$ cat config.mk
export PLATFORM = sky130hd
export DESIGN_NAME = control_sequencer
export DESIGN_NICKNAME = d
export VERILOG_FILES = /design/src/rtl/cpu_ctrl_pkg.sv /design/src/rtl/control_decode.sv /design/src/rtl/control_sequencer.sv
export SDC_FILE = /design/constraint.sdc
export NUM_CORES = 1
export LEC_CHECK = 0
export BUFFER_PORTS_ARGS = -buffer_cell sky130_fd_sc_hd__buf_4
export CAP_MARGIN = 20
export CORE_MARGIN = 4
export CORE_UTILIZATION = 40
export DETAILED_ROUTE_END_ITERATION = 8
export PLACE_DENSITY = 0.87
export SKIP_CTS_REPAIR_TIMING = 1
export SLEW_MARGIN = 15
export SYNTH_ARGS = -nofsm -noshare
export SYNTH_HDL_FRONTEND = slang
export SYNTH_SLANG_ARGS = --single-unit
$ cat constraint.sdc
create_clock -name Clock -period 5.6 [get_ports Clock]
set_clock_uncertainty 0.05 [all_clocks]
set_input_delay 1.12 -clock Clock [delete_from_list [all_inputs] [get_ports Clock]]
set_output_delay 1.12 -clock Clock [all_outputs]
set_load 0.005 [all_outputs]
$ cat src/rtl/cpu_ctrl_pkg.sv
`default_nettype none
// +----------------------------------------------------------------------------+
// | cpu_ctrl_pkg                                                               |
// | State codes, opcodes, IR field positions and opcode class helpers.         |
// | Revision: 1.0                                                              |
// +----------------------------------------------------------------------------+
package cpu_ctrl_pkg;

    typedef logic [3:0] state_t;

    localparam logic [3:0] S_IDLE = 4'd0;
    localparam logic [3:0] S_T0   = 4'd1;
    localparam logic [3:0] S_T1   = 4'd2;
    localparam logic [3:0] S_T2   = 4'd3;
    localparam logic [3:0] S_T3   = 4'd4;
    localparam logic [3:0] S_T4   = 4'd5;
    localparam logic [3:0] S_T5   = 4'd6;
    localparam logic [3:0] S_T6   = 4'd7;
    localparam logic [3:0] S_T7   = 4'd8;
    localparam logic [3:0] S_HALT = 4'd9;

    localparam logic [4:0] OP_ADD  = 5'b00011;
    localparam logic [4:0] OP_SUB  = 5'b00100;
    localparam logic [4:0] OP_AND  = 5'b00101;
    localparam logic [4:0] OP_OR   = 5'b00110;
    localparam logic [4:0] OP_ROR  = 5'b00111;
    localparam logic [4:0] OP_ROL  = 5'b01000;
    localparam logic [4:0] OP_SHR  = 5'b01001;
    localparam logic [4:0] OP_SHRA = 5'b01010;
    localparam logic [4:0] OP_SHL  = 5'b01011;
    localparam logic [4:0] OP_MUL  = 5'b01111;
    localparam logic [4:0] OP_DIV  = 5'b10000;
    localparam logic [4:0] OP_NEG  = 5'b10001;
    localparam logic [4:0] OP_NOT  = 5'b10010;
    localparam logic [4:0] OP_NOP  = 5'b11010;
    localparam logic [4:0] OP_HALT = 5'b11011;

    localparam int OP_MSB = 31;
    localparam int OP_LSB = 27;
    localparam int RA_MSB = 26;
    localparam int RA_LSB = 23;
    localparam int RB_MSB = 22;
    localparam int RB_LSB = 19;
    localparam int RC_MSB = 18;
    localparam int RC_LSB = 15;

    // Two register sources (rb, rc); includes mul/div.
    function automatic logic is_binary(input logic [4:0] op);
        return op inside {OP_ADD, OP_SUB, OP_AND, OP_OR, OP_ROR, OP_ROL,
                          OP_SHR, OP_SHRA, OP_SHL, OP_MUL, OP_DIV};
    endfunction

    function automatic logic is_unary(input logic [4:0] op);
        return op inside {OP_NEG, OP_NOT};
    endfunction

    function automatic logic is_muldiv(input logic [4:0] op);
        return op inside {OP_MUL, OP_DIV};
    endfunction

    function automatic logic is_legal(input logic [4:0] op);
        return is_binary(op) || is_unary(op) || (op == OP_NOP) || (op == OP_HALT);
    endfunction

endpackage
`default_nettype wire

$ cat src/rtl/control_decode.sv
`default_nettype none
// +----------------------------------------------------------------------------+
// | control_decode                                                             |
// | Combinational decode of present state and IR fields into datapath controls.|
// | Revision: 1.0                                                              |
// +----------------------------------------------------------------------------+
module control_decode
    import cpu_ctrl_pkg::*;
#(
    parameter int NREGS = 16,
    parameter int OPW   = 5
) (
    input  logic [3:0]       state,
    input  logic [31:0]      IR,
    output logic             PCout,
    output logic             Zhighout,
    output logic             Zlowout,
    output logic             MDRout,
    output logic [NREGS-1:0] Rout,
    output logic [NREGS-1:0] Rin,
    output logic             MARin,
    output logic             PCin,
    output logic             MDRin,
    output logic             IRin,
    output logic             Yin,
    output logic             HIin,
    output logic             LOin,
    output logic             ZHighIn,
    output logic             ZLowIn,
    output logic             IncPC,
    output logic             Read,
    output logic [OPW-1:0]   ALUop,
    output logic             Halted
);

    localparam logic [NREGS-1:0] C_ONE = NREGS'(1);

    logic [OPW-1:0]   w_op;
    logic [NREGS-1:0] w_ra_hot;
    logic [NREGS-1:0] w_rb_hot;
    logic [NREGS-1:0] w_rc_hot;
    logic             w_unused_ir;

    assign w_op        = IR[OP_MSB -: OPW];
    assign w_ra_hot    = C_ONE << IR[RA_MSB:RA_LSB];
    assign w_rb_hot    = C_ONE << IR[RB_MSB:RB_LSB];
    assign w_rc_hot    = C_ONE << IR[RC_MSB:RC_LSB];
    assign w_unused_ir = ^IR[RC_LSB-1:0];

    always_comb begin
        PCout    = 1'b0;
        Zhighout = 1'b0;
        Zlowout  = 1'b0;
        MDRout   = 1'b0;
        Rout     = '0;
        Rin      = '0;
        MARin    = 1'b0;
        PCin     = 1'b0;
        MDRin    = 1'b0;
        IRin     = 1'b0;
        Yin      = 1'b0;
        HIin     = 1'b0;
        LOin     = 1'b0;
        ZHighIn  = 1'b0;
        ZLowIn   = 1'b0;
        IncPC    = 1'b0;
        Read     = 1'b0;
        ALUop    = '0;
        Halted   = 1'b0;
        case (state)
            S_T0: begin
                PCout  = 1'b1;
                MARin  = 1'b1;
                IncPC  = 1'b1;
                ZLowIn = 1'b1;
            end
            S_T1: begin
                Zlowout = 1'b1;
                PCin    = 1'b1;
            end
            S_T2: begin
                Read  = 1'b1;
                MDRin = 1'b1;
            end
            S_T3: begin
                MDRout = 1'b1;
                IRin   = 1'b1;
            end
            S_T4: begin
                Rout = w_rb_hot;
                Yin  = 1'b1;
            end
            S_T5: begin
                // Unary ops re-drive rb; everything else supplies rc as the second operand.
                Rout    = is_unary(w_op) ? w_rb_hot : w_rc_hot;
                ALUop   = w_op;
                ZLowIn  = 1'b1;
                ZHighIn = is_muldiv(w_op);
            end
            S_T6: begin
                Zlowout = 1'b1;
                if (is_muldiv(w_op)) begin
                    LOin = 1'b1;
                end else begin
                    Rin = w_ra_hot;
                end
            end
            S_T7: begin
                Zhighout = 1'b1;
                HIin     = 1'b1;
            end
            S_HALT: begin
                Halted = 1'b1;
            end
            default: begin
            end
        endcase
    end

endmodule
`default_nettype wire

$ cat src/rtl/control_sequencer.sv
`default_nettype none
// +----------------------------------------------------------------------------+
// | control_sequencer                                                          |
// | Fetch/decode/execute state machine for the three-register ALU class.       |
// | Revision: 1.0                                                              |
// +----------------------------------------------------------------------------+
module control_sequencer
    import cpu_ctrl_pkg::*;
#(
    parameter int NREGS = 16,
    parameter int OPW   = 5
) (
    input  logic             Clock,
    input  logic             Clear,
    input  logic             Run,
    input  logic             MemRdy,
    input  logic [31:0]      IR,
    output logic             PCout,
    output logic             Zhighout,
    output logic             Zlowout,
    output logic             MDRout,
    output logic [NREGS-1:0] Rout,
    output logic [NREGS-1:0] Rin,
    output logic             MARin,
    output logic             PCin,
    output logic             MDRin,
    output logic             IRin,
    output logic             Yin,
    output logic             HIin,
    output logic             LOin,
    output logic             ZHighIn,
    output logic             ZLowIn,
    output logic             IncPC,
    output logic             Read,
    output logic [OPW-1:0]   ALUop,
    output logic             Halted,
    output logic             Fault
);

    state_t         r_state;
    state_t         w_next;
    logic           r_fault;
    logic [4:0]     w_op;
    logic           w_fault_set;

    assign w_op        = IR[OP_MSB:OP_LSB];
    assign w_fault_set = (r_state == S_T3) && !is_legal(w_op);
    assign Fault       = r_fault;

    always_comb begin
        w_next = S_IDLE;
        case (r_state)
            S_IDLE: w_next = Run ? S_T0 : S_IDLE;
            S_T0:   w_next = S_T1;
            S_T1:   w_next = S_T2;
            S_T2:   w_next = MemRdy ? S_T3 : S_T2;
            S_T3: begin
                if (w_op == OP_NOP) begin
                    w_next = Run ? S_T0 : S_IDLE;
                end else if ((w_op == OP_HALT) || !is_legal(w_op)) begin
                    w_next = S_HALT;
                end else begin
                    w_next = S_T4;
                end
            end
            S_T4:   w_next = S_T5;
            S_T5:   w_next = S_T6;
            S_T6:   w_next = is_muldiv(w_op) ? S_T7 : (Run ? S_T0 : S_IDLE);
            S_T7:   w_next = Run ? S_T0 : S_IDLE;
            S_HALT: w_next = S_HALT;
            default: w_next = S_IDLE;
        endcase
    end

    always_ff @(posedge Clock or negedge Clear) begin
        if (!Clear) begin
            r_state <= S_IDLE;
            r_fault <= 1'b0;
        end else begin
            r_state <= w_next;
            if (w_fault_set) begin
                r_fault <= 1'b1;
            end
        end
    end

    control_decode #(
        .NREGS (NREGS),
        .OPW   (OPW)
    ) u_decode (
        .state    (r_state),
        .IR       (IR),
        .PCout    (PCout),
        .Zhighout (Zhighout),
        .Zlowout  (Zlowout),
        .MDRout   (MDRout),
        .Rout     (Rout),
        .Rin      (Rin),
        .MARin    (MARin),
        .PCin     (PCin),
        .MDRin    (MDRin),
        .IRin     (IRin),
        .Yin      (Yin),
        .HIin     (HIin),
        .LOin     (LOin),
        .ZHighIn  (ZHighIn),
        .ZLowIn   (ZLowIn),
        .IncPC    (IncPC),
        .Read     (Read),
        .ALUop    (ALUop),
        .Halted   (Halted)
    );

endmodule
`default_nettype wire

=== Yosys cells after proc, flatten, opt, wreduce, memory -nomap -nowiden ===
Cells that the tools add are included.

* Flip-flop bits (word level): 5
* Bits of input ports: 36
* Output and inout port bits: 54
* Logic and storage cells: 65

* Eq/ne operators: 24
* Shift operators: 3
* Muxes and demuxes: 23
* Reductions and logical operators: 13

{| class="wikitable"
|+ Operators by type and width
! cell !! number
|-
| two-way mux 16 bit || 3
|-
| << shifter 1 x 4 -> 16 bit, first input constant || 3
|-
| case mux 4 bit (9 select lines) || 1
|-
| case mux 16 bit (2 select lines) || 1
|-
| == test 5 x 4 -> 1 bit, second input constant || 5
|-
| == test 5 bit, second input constant || 5
|-
| == test 5 x 3 -> 1 bit, second input constant || 4
|-
| == test 4 x 3 -> 1 bit, second input constant || 4
|-
| two-way mux 1 bit || 13
|-
| two-way mux 4 bit || 3
|-
| nonzero test 11 bit || 1
|-
| == test 4 x 2 -> 1 bit, second input constant || 2
|-
| == test 4 bit, second input constant || 2
|-
| OR reduction 2 bit || 3
|-
| == test 5 x 2 -> 1 bit, second input constant || 1
|-
| two-way mux 5 bit || 1
|-
| == test 4 x 1 -> 1 bit, second input constant || 1
|-
| zero test 4 bit || 1
|-
| logical OR 1 bit || 4
|-
| nonzero test 2 bit || 2
|-
| two-way mux 3 bit || 1
|-
| logical AND 1 bit || 1
|-
| zero test 1 bit || 1
|}

=== Longest topological paths before layout ===
* Word-level depth: 10
* Mapped depth: 6

=== By module ===
From an unflattened synthesis, not the netlist that was laid out.

* Cells, all modules: 159
* Area, all modules: 1114.8 µm²

{| class="wikitable"
|+ Modules (own cells, without submodules)
! module !! times used !! cells an instance !! area each (µm²) !! sequential area each (µm²)
|-
| control_decode || 1 || 113 || 728.2 || 0.0
|-
| control_sequencer || 1 || 46 || 386.6 || 125.1
|}

=== Least setup slack after synthesis ===
No wires, ideal clock.

* Path kind: in2out
* From: input IR[28]
* To: output Rout[12]
* Arrival time: 2.300 ns
* Slack: 2.130 ns
* Stages on the path: 5
* Path buffers: 1
* Path through: buf_4 > xnor2_1 > o41ai_4 > nand4b_1 > o32ai_1

* Word-level cells in the longest chain between the ends: 4

{| class="wikitable"
|+ RTL lines
! item !! line !! source
|-
| from (decl) || control_sequencer.sv:17 || <nowiki>input logic [31:0] IR,</nowiki>
|-
| == test 5 bit || cpu_ctrl_pkg.sv:54 || <nowiki>return op inside {OP_NEG, OP_NOT};</nowiki>
|-
| nonzero test 2 bit * || cpu_ctrl_pkg.sv:54 ||
|-
| two-way mux 16 bit * || control_decode.sv:95 || <nowiki>Rout = is_unary(w_op) ? w_rb_hot : w_rc_hot;</nowiki>
|-
| case mux 16 bit (2 select lines) * || control_decode.sv:70 || <nowiki>case (state)</nowiki>
|-
| to (decl) || control_sequencer.sv:22 || <nowiki>output logic [NREGS-1:0] Rout,</nowiki>
|}

Mark *: on every way between the ends. The rest lies on a longest branch, timed or not.

=== Worst setup path in the final report ===
Ends and elaborated chain as after synthesis.

==> key figures <==
Run status
  • Status: complete, no violations

Clocking
  • Reg clk slew, reported paths: 40 ps
  • Inserted Clock Buffers: 3
  • CTS root buffer: clkbuf_4
  • CTS tree: yes
  • H-Tree Depth: 1
  • CTS Buffer Depth: 2
  • Clock Latency Late Sink: 250 ps
  • Clock Sinks: 5

STA
  • Period utilization: 66.4%
  • RSZ-0062 raised after global routing: false
  • Final setup TNS: 0 ps
  • Fin. Hold Viols: 0
  • Final-report setup violation count: 0
  • Tmin final: 3720 ps
  • Worst-Margin Slew: 577 ps
  • Final Max Slew Viols: 0
  • Relative slew slack: 61.4%
  • Max Clk Rate: 269 MHz

GRT
  • Grt ovf: 0
  • Vias in the first global route: 1,225
  • First-pass GRT wire length: 5210 um
  • GRT Overall Usage: 19.6%
  • Antenna violations before repair: 0
  • Largest net degree at the start of global routing: 13

Logic synthesis
  • Synth area leaders: dfrtp_1 (13%), nor2_1 (10%), o22ai_1 (7.9%), nand2b_1 (7.3%), nor3_1 (5.8%)
  • Synth Warn #: 0
  • Seq/Total Area, Yosys: 13.2%
  • Synthesized Nets: 179
  • Top FF cell, synth: dfrtp_1
  • Share of the synthesized area in the top cell type: 13.2%
  • Yosys reg bits: 5
  • Count leader, synth: nor2_1
  • Async SR Flop Fraction: 100%
  • Area leader, netlist: dfrtp_1
  • Mapped Cells: 143
  • Unique masters post-synth: 35
  • Synthesized area: 946 um2
  • Top cells by count, synth: nor2_1 (26), o22ai_1 (12), nand2b_1 (11), nor3_1 (11), nand4_1 (7)
  • Average size of a mapped cell: 6.61 um2
  • Post-synth EDFFs: 0

Placement
  • Placed cell count: 234
  • HPWL after detailed placement: 2710 um
  • Port Buffers: 74
  • RePlAce Congestion: 0.864

Floorplan
  • Initial core utilization: 42.4%
  • Row cnt: 17
  • Die Span X: 56.6 um
  • CORE AREA: 0.00223 mm2
  • Die area: 0.00321 mm2
  • Die H: 56.6 um
  • Io pins: 90

Power
  • Cell area power density: 250 mW/mm2
  • Max VDD drop: 0.000312 V
  • Static leakage: 0.702 nW

Run
  • Max_cap viols: 0

Route
  • Starting DRT DRC Count: 39
  • Total vias in the final route: 1,369
  • Met2 routed WL: 1740 um
  • TritonRoute pass-1 iters: 4
  • DRC: 0
  • Total Wirelength: 3330 um
  • WL met1: 1270 um
  • Wire length on met3: 268 um
  • DR top layer: met4
  • Via/cell ratio: 5.75
  • Post-DRT Antenna Nets: 0
  • Average wire per standard cell: 14.0 um

Critical path
  • Crit-path max FO: 8
  • Crit Path Class: primary input to output pin
  • Worst setup SP type: primary input
  • Worst setup EP type: output pin
  • Crit path required time: 4430 ps
  • Arrival time at the worst endpoint: 2550 ps

Layout
  • Ant. Diodes: 0
  • Synth-to-Final Area Change: 58.3%
  • Area of the multi-input gates: 744 um2
  • Share of cells above drive strength 1: 41.0%
  • Final #Nets: 247
  • FF/Latch Area: 125 um2
  • Final instance count without filler cells: 238
  • Fillcell total: 196

Hold path
  • Hold Crit Class: register to register
cells in the final DEF (no fill, tap or decap), types with 3 or more instances in the layout:
master	n
nor2_1	26
buf_4	74
a21oi_1	5
dfrtp_1	5
a21o_1	3
nand4b_1	6
nor3_1	11
nand2_1	6
o22ai_1	12
o32ai_1	3
nand4_1	7
and2_1	3
nor3b_1	3
or2_2	4
o21ai_0	3
nand2b_1	11
clkbuf_4	3
nand3_1	4
nor2b_1	3
inv_1	3
worst max-delay path, stage by stage:
cell	delay, ps
buf_4	140
xnor2_1	160
o41ai_4	480
nand4b_1	210
o32ai_1	280
buf_4	160
routing by layer:
layer | global-route usage [%] | up-vias
li1 | - | 664
met1 | 21.2 | 628
met2 | 34.8 | 71
met3 | 3.22 | 6
met4 | 12.2 | 0
met5 | 0 | -
flip-flops by register name, indices dropped and copies added, names as in the netlist:
name     count
r_state      4
Fault        1
path summary, 6_finish.rpt:
check	start	slack (ps)	depth (start not counted)	to
max	IR[28]	1880	6	Rout[12]
min	Fault$_DFFE_PN0P_	420	1	Fault$_DFFE_PN0P_
max reg2reg	r_state[3]$_DFF_PN0_	4020	4	r_state[3]$_DFF_PN0_
min reg2reg	Fault$_DFFE_PN0P_	420	1	Fault$_DFFE_PN0P_
max in group asynchronous	Clear	4780	1	r_state[2]$_DFF_PN0_
min in group asynchronous	Clear	610	1	r_state[3]$_DFF_PN0_
kinds of logic after synthesis:
kind of cell              after synthesis  share of synthesized area [%]
buffers and inverters                  14                           8.07
xor gates and xnor gates                2                           1.85
and+or+nand+nor                        89                           51.3
DFF                                     5                           13.2
AOI/OAI and AO/OA                      33                           25.5
through the flow:
step	total power, mW	area (um2)	setup slack (ps)	hold WS, ps	util (%)
6_report	0.374	1500	1880	422	67.1
4_1_cts	0.378	1500	1890	420	67.1
3_3_place_gp	0.327	1470	1930	414	65.9
3_5_place_dp	0.333	1470	1890	407	65.9
2_1_floorplan	0.235	946	2130	401	-
5_1_grt	0.409	1500	1700	437	67.1
final cells by class:
cell class,instances,area share (%)
inverters,3,0.752
clock buffers,4,1.75
flip-flops and latches,5,8.35
repair buffers,74,37.1
multi-input cells,124,49.7
well taps,28,2.34
power breakdown:
| group | internal [mW] | switching, mW |
|---|---|---|
| combinational | 0.128 | 0.119 |
| sequential | 0.0510 | 0.0336 |
| clock | 0.0270 | 0.0153 |
Note: power is estimated with default switching activity, not from simulation.
